## config.mk

```make
export PLATFORM = sky130hd
export DESIGN_NAME = ireg_skew
export DESIGN_NICKNAME = d
export VERILOG_FILES = /design/src/rtl/ireg_skew_pkg.sv /design/src/rtl/ireg_skew_lane.sv /design/src/rtl/ireg_skew.sv
export SDC_FILE = /design/constraint.sdc
export NUM_CORES = 1
export LEC_CHECK = 0
export BUFFER_PORTS_ARGS = -buffer_cell sky130_fd_sc_hd__buf_2
export CORE_UTILIZATION = 40
export CTS_BUF_LIST = sky130_fd_sc_hd__clkbuf_8
export DETAILED_ROUTE_END_ITERATION = 10
export PLACE_DENSITY = 0.64
export SLEW_MARGIN = 20
export SYNTH_ARGS = -nofsm -noshare
export SYNTH_HDL_FRONTEND = slang
export SYNTH_SLANG_ARGS = --single-unit
```

## constraint.sdc

```tcl
create_clock -name clk -period 1.44 [get_ports clk]
set_input_delay 0.288 -clock clk [delete_from_list [all_inputs] [get_ports clk]]
set_output_delay 0.288 -clock clk [all_outputs]
set_load 0.1 [all_outputs]
```

## src/rtl/ireg_skew_pkg.sv

```systemverilog
// Shared helpers for the skewed input-register buffer: per-lane depth and total stage count.
package ireg_pkg;

  function automatic int unsigned lane_depth(input int unsigned k, input int unsigned step);
    return 1 + k * step;
  endfunction

  function automatic int unsigned total_stages(input int unsigned lanes, input int unsigned step);
    int unsigned s;
    s = 0;
    for (int unsigned k = 0; k < lanes; k++) s += lane_depth(k, step);
    return s;
  endfunction

endpackage

```

## src/rtl/ireg_skew_lane.sv

```systemverilog
// One lane of the skew buffer: a DEPTH-stage {valid,data} shift chain with shared en/clr.
module ireg_skew_lane
  import ireg_pkg::*;
#(
  parameter int unsigned WIDTH = 8,
  parameter int unsigned DEPTH = 1
) (
  input  logic             clk,
  input  logic             rst_n,
  input  logic             en,
  input  logic             clr,
  input  logic             in_valid,
  input  logic [WIDTH-1:0] in_data,
  output logic             tail_valid,
  output logic [WIDTH-1:0] tail_data,
  output logic             any_valid
);

  logic [DEPTH-1:0] vld;
  logic [WIDTH-1:0] dat [DEPTH];

  always_ff @(posedge clk or negedge rst_n) begin
    if (!rst_n) begin
      vld <= '0;
      for (int unsigned j = 0; j < DEPTH; j++) dat[j] <= '0;
    end else if (clr) begin
      vld <= '0;
      for (int unsigned j = 0; j < DEPTH; j++) dat[j] <= '0;
    end else if (en) begin
      // Data loads regardless of in_valid; consumers qualify with the valid bit.
      vld[0] <= in_valid;
      dat[0] <= in_data;
      for (int unsigned j = 1; j < DEPTH; j++) begin
        vld[j] <= vld[j-1];
        dat[j] <= dat[j-1];
      end
    end
  end

  assign tail_valid = vld[DEPTH-1];
  assign tail_data  = dat[DEPTH-1];
  assign any_valid  = |vld;

endmodule

```

## src/rtl/ireg_skew.sv

```systemverilog
// Diagonal input skew for a systolic array edge: lane k delayed by 1 + k*STEP enabled cycles.
// Build option IREG_SKEW_ZERO_GATE_EN forces tail data to zero when the tail is not valid.
module ireg_skew
  import ireg_pkg::*;
#(
  parameter int unsigned WIDTH = 8,
  parameter int unsigned LANES = 4,
  parameter int unsigned STEP  = 1
) (
  input  logic                   clk,
  input  logic                   rst_n,
  input  logic                   en,
  input  logic                   clr,
  input  logic                   i_valid,
  input  logic [LANES*WIDTH-1:0] i_data,
  output logic [LANES-1:0]       o_valid,
  output logic [LANES*WIDTH-1:0] o_data,
  output logic                   o_busy
);

  logic [LANES-1:0]       lane_busy;
  logic [LANES*WIDTH-1:0] tail_data;

  for (genvar k = 0; k < LANES; k++) begin : g_lane
    ireg_skew_lane #(
      .WIDTH (WIDTH),
      .DEPTH (lane_depth(k, STEP))
    ) u_lane (
      .clk        (clk),
      .rst_n      (rst_n),
      .en         (en),
      .clr        (clr),
      .in_valid   (i_valid),
      .in_data    (i_data[k*WIDTH +: WIDTH]),
      .tail_valid (o_valid[k]),
      .tail_data  (tail_data[k*WIDTH +: WIDTH]),
      .any_valid  (lane_busy[k])
    );

`ifdef IREG_SKEW_ZERO_GATE_EN
    assign o_data[k*WIDTH +: WIDTH] = tail_data[k*WIDTH +: WIDTH] & {WIDTH{o_valid[k]}};
`endif
  end

`ifndef IREG_SKEW_ZERO_GATE_EN
  assign o_data = tail_data;
`endif

  assign o_busy = |lane_busy;

endmodule

```

==> flow_summary.toml, run 1 <==
[run_status]
status = "finished, violations left"
violations = "design-rule violations, negative setup slack"

[setup_path]
worstSetupStartpointType = "flop"
cp_max_fo = 2
reg2reg_to = "g_lane[3].u_lane.vld[2]"
crit_arrival_ps = 1450
end_kind = "output port"
rr_worst_depth = 4
r2r_setup_slack_ps = 510
path_class = "flop to output port"
r2r-start = "g_lane[3].u_lane.vld[2]"
cp.required_ps = 1150

[cts]
cts_buffers = 9
cts.htree.levels = 3
cts.reportedPaths.clkPinSlew_ps = 80
cts_root_buffer = "clkbuf_8"
cts_sinks = 84
clk_latency_ps = 340
cts_tree = "built"
cts_max_path_buffers = 2

[layout]
multi_input_area_mm2 = 0.00117
n_antenna_cell = 0
seqCellArea_mm2 = 0.00210
syn_to_final_growth_pct = 16.3
drive_gt1_share_pct = 28.0
n_fill_cell = 793
final_nets = 385

[timing]
slew_viol_final = 0
post-route-period-util_pct = 121
fin_crit_ps = 1740
worstMarginPinSlew_ps = 431
fin_ws_ps = -301
grt_setup_unrepaired = "yes"
hold_viol = 0
worst_slew_margin_rel_pct = 71.3
setup_viol = 1
max_freq_ghz = 0.574
skew_ps = 7.39

[routing]
avgRoutedWirePerCell_um = 12.4
top_layer = "met4"
drc = 11
wl_met2_um = 2800
drt_iter0_drc = 116
wirelength_um = 5740
drt-met1-wl_um = 2620
dr.pass1.iters = 7
via_count = 2139
met3_length_um = 239
ant_nets = 0
vias_per_cell = 4.64

[grt]
antenna_found_initial = 0
grt_pass1_wl_um = 10100
grt_max_degree = 85
grt.total_usage_pct = 13.6
grt_pass1_vias = 2236
grt_overflow = 0

[place]
preCtsSetupSlack_ps = -63.3
port_buffers = 73
hpwl_um = 3670
gp_congestion = 0.676

[synthesis]
synth_compound_area_share_pct = 0
ys_seq_elements = 84
ys_types = 8
yosysTopAreaCell = "dfrtp_1"
synth_fa_ha_area_share_pct = 0
synthSimpleGateAreaFrac_pct = 8.79
synth-xor-area-share_pct = 0
synthCells = 300
synth_top_family_by_area = "multiplexers"
synth_fp_nets = 337
synthMuxAreaShare_pct = 22.9
synth_area_leaders = "dfrtp_1, mux2i_1, nor2_1"
yosysWarnings = 0
syn_area_mm2 = 0.00367
ys_seq_area_share_pct = 57.2
syn_area_per_cell_um2 = 12.2
yosys.area.top_type_share_pct = 57.2

[hold_path]
hp-class = "input pin to flop"
min_path_cells = 3
holdCritStartpoint = "i_data[3]"
holdPathEnd = "g_lane[0].u_lane.tail_data[3]"

[floorplanning]
initial_core_util_pct = 41.7
die_area_mm2 = 0.00957
io_pins = 74
core_mm2 = 0.00881
rows = 34
fp.dieW_um = 97.8
die_h_um = 97.8

[pwr]
power_density_mw_per_mm2 = 1130
p_leak_uw = 0.00230
ir_drop_uv = 661
fin_total_pwr_uw = 4830

[job]
maxCapViolations = 0
==> worst max-delay path by stage <==
| stage | startpoint | endpoint | slack (ps) |
|---|---|---|---|
| 6_report | g_lane[2].u_lane.vld[0] | o_busy | -300 |
| 3_5_place_dp | g_lane[2].u_lane.vld[0] | o_busy | -60 |
| 2_1_floorplan | g_lane[2].u_lane.vld[1] | o_busy | 60 |
| 3_3_place_gp | g_lane[2].u_lane.vld[0] | o_busy | -30 |
| 4_1_cts | g_lane[3].u_lane.vld[2] | o_busy | -340 |
| 5_1_grt | g_lane[3].u_lane.vld[2] | o_busy | -360 |
==> logic make-up (layout without fill, tap and decap cells) <==
logic type / after synthesis / after routing
flip-flops: 84 / 84
buffers and inverters: 47 / 100
multiplexers: 84 / 84
AND/OR/NAND/NOR: 85 / 85
==> sequential cells by signal (all words and copies together) (netlist names) <==
register                 cells
g_lane.u_lane.dat           48
g_lane.u_lane.vld            4
g_lane.u_lane.tail_data     32
==> cell usage in the layout, fill, tap and decap left out <==
master / Yosys / routed
clkinv_2: 0 / 1
mux2i_1: 84 / 84
inv_1: 0 / 1
clkinvlp_4: 0 / 2
nor2_1: 84 / 84
dlygate4sd3_1: 0 / 1
buf_2: 1 / 34
clkbuf_8: 0 / 10
buf_12: 7 / 9
clkbuf_4: 0 / 21
or4_4: 0 / 1
buf_4: 31 / 17
inv_6: 0 / 1
buf_6: 0 / 2
bufinv_16: 0 / 1
dfrtp_1: 84 / 84
==> synthesized netlist by cell type (all sizes together) <==
cell    count
dfrtp      84
mux2i      84
buf        39
clkbuf      8
or4         1
nor2       84
==> worst max-delay path, stage by stage (launching register included) <==
cell and delay, ps:
dfrtp_1 390, or4_4 530, buf_12 180
==> power by group <==
group          total (µW)  switching, µW  internal, µW
clock                1650            807           845
sequential           2490           44.9          2440
combinational         688            456           232
total                4830           1310          3520
==> per-stage QoR <==
step | cell area [µm²] | std cells | hold WS (ps) | TNS (ps) | utilization (%)
final | 4270 | 461 | 185 | -301 | 48.5
after global routing | 4270 | 461 | 168 | -389 | 48.5
after CTS | 4220 | 461 | 167 | -345 | 47.9
after detailed placement | 3940 | 442 | 357 | -63.3 | 44.7
after global placement | 3940 | 442 | 356 | -31.1 | 44.7
after floorplan | 3680 | 300 | -7.59 | 0 | -
==> cell type report <==
class / instances / share of cell area (%)
Clock buffer: 10 / 3.22
Clock inverter: 6 / 1.46
Multi-Input combinational cell: 169 / 27.3
Sequential cell: 84 / 49.2
Tap cell: 108 / 3.16
Timing Repair Buffer: 84 / 15.6
==> repair_timing <==
action / CTS / global route
pin swaps: 1 / 0
hold buffers: 1 / 0
setup buffers: 2 / 0
hold endpoints to repair: 84 / 0
setup endpoints to repair: 14 / 24
resized for setup: 18 / 22
==> layer usage <==
layer	global-route usage, %	up-vias
met2	22.5	44
met4	5.24	0
met5	0	-
met3	5.15	7
met1	15.9	1035
li1	-	1053
(Power assumes the default switching activity.)
==> run 2: changes to the inputs <==
--- a/config.mk
+++ b/config.mk
@@ -7,9 +7,10 @@
 export LEC_CHECK = 0
 export BUFFER_PORTS_ARGS = -buffer_cell sky130_fd_sc_hd__buf_2
 export CORE_UTILIZATION = 40
-export CTS_BUF_LIST = sky130_fd_sc_hd__clkbuf_8
+export CTS_BUF_LIST = sky130_fd_sc_hd__clkbuf_4
 export DETAILED_ROUTE_END_ITERATION = 10
 export PLACE_DENSITY = 0.64
+export SKIP_CTS_REPAIR_TIMING = 1
 export SLEW_MARGIN = 20
 export SYNTH_ARGS = -nofsm -noshare
 export SYNTH_HDL_FRONTEND = slang
==> flow_summary.toml, run 2 (synthesis gave the netlist of run 1 again) <==
[place]
dp.cells = 442
place_area_mm2 = 0.00394
gp_congestion = 0.676
port_buffers = 73
hpwl_um = 3670
preCtsSetupSlack_ps = -63.3

[timing]
post-route-period-util_pct = 128
hold_viol = 0
fin_ws_ps = -406
max_freq_ghz = 0.542
setup_viol = 1
worst_slew_margin_rel_pct = 70.5
finalHoldWorstSlack_ps = 113
slew_viol_final = 0
skew_ps = 11.5
grt_setup_unrepaired = "yes"
worstMarginPinSlew_ps = 443
fin_crit_ps = 1850

[layout]
layout_common_cells = "mux2i_1, nor2_1, dfrtp_1, buf_2, buf_4"
fin_cells = 461
syn_to_final_growth_pct = 16.4
largest_register_ffs = 48
top_register = "g_lane.u_lane.dat"
n_antenna_cell = 0
final_nets = 385
drive_gt1_share_pct = 28.0
final_area_mm2 = 0.00428

[pwr]
fin_total_pwr_uw = 4500
power_density_mw_per_mm2 = 1050
power.internal_uw = 3230
p_leak_uw = 0.00230
pwr-share-clk_pct = 29.2
p_sw_uw = 1270
ir_drop_uv = 654
p_comb_share_pct = 15.5
swShare_pct = 28.2
seqPwrFrac_pct = 55.3

[cts]
cts.htree.levels = 3
cts_buffers = 9
cts.reportedPaths.clkPinSlew_ps = 130
cts_sinks = 84
cts_root_buffer = "clkbuf_4"
clk_latency_ps = 410
cts_max_path_buffers = 2
cts_tree = "built"

[run_status]
violations = "design-rule violations, negative setup slack"
status = "finished, violations left"

[setup_path]
cp_max_fo = 2
rr_worst_depth = 3
r2r_setup_slack_ps = 570
reg2reg_to = "g_lane[2].u_lane.vld[1]"
end_kind = "output port"
path_cells = "or4_4 -> buf_12"
cpMaxStageDelayCell = "or4_4"
worstSetupStartpointType = "flop"
crit_path_max_incr_delay_ps = 550
endpoint = "o_busy"
r2r-start = "g_lane[2].u_lane.vld[0]"
crit_arrival_ps = 1560
critical_path.startpoint = "g_lane[2].u_lane.vld[1]"
cp.required_ps = 1150
path_class = "flop to output port"

[floorplanning]
die_h_um = 97.8
io_pins = 74
core_mm2 = 0.00881
fp.dieW_um = 97.8
die_area_mm2 = 0.00957
initial_core_util_pct = 41.7
rows = 34

[grt]
grt.total_usage_pct = 13.5
grt_overflow = 0
grt_pass1_vias = 2218
grt_pass1_wl_um = 10100
antenna_found_initial = 0
grt_max_degree = 85

[routing]
wirelength_um = 5740
ant_nets = 0
drt_iter0_drc = 94
drc = 12
via_count = 2138
avgRoutedWirePerCell_um = 12.4
vias_per_cell = 4.64
dr.pass1.iters = 7

[job]
maxCapViolations = 0

[hold_path]
hp-class = "input pin to flop"
-- run 2: critical path: cells and delay by family (launching register included) --
family | cells | cell delay [ps]
flip-flops | 1 | 410
buffers and inverters | 1 | 180
AND/OR/NAND/NOR | 1 | 550
-- run 2: metal layers --
metal	share of wire [%]	global-route usage, %
met1	46	16.1
met2	47	22.4
met3	4.5	3.65
met4	1.8	6.64
met5	0	0
-- run 2: power groups by stage --
stage,registers [µW],clock network (µW),logic (µW)
finish,2490,1320,700
global route,2500,1480,754
CTS,2490,1400,670
detailed placement,2530,0,669
global placement,2530,0,659
floorplan,2620,0,440
-- run 2: stage by stage --
| stage | TNS, ps | util [%] |
|---|---|---|
| floorplan | 0 | - |
| global placement | -31.1 | 44.7 |
| detailed placement | -63.3 | 44.7 |
| CTS | -3990 | 46.3 |
| global route | -626 | 48.6 |
| finish | -406 | 48.6 |
-- run 2: worst min-delay path by stage --
stage | start | to | slack [ps] | depth (start not counted)
finish | i_data[15] | g_lane[1].u_lane.dat[15] | 110 | 3
global placement | rst_n | g_lane[0].u_lane.tail_data[5] | 360 | 2
detailed placement | rst_n | g_lane[0].u_lane.tail_data[1] | 360 | 2
global route | i_data[15] | g_lane[1].u_lane.dat[15] | 80 | 3
CTS | rst_n | g_lane[3].u_lane.dat[8] | -130 | 2
floorplan | rst_n | g_lane[0].u_lane.tail_data[0] | -8 | 0
-- run 2: cell type report --
cell class / count / area [µm²]
Fill cell: 791 / 4530
Clock buffer: 10 / 75.1
Clock inverter: 6 / 62.6
Timing Repair Buffer: 84 / 733
Sequential cell: 84 / 2100
Tap cell: 108 / 135
Multi-Input combinational cell: 169 / 1170
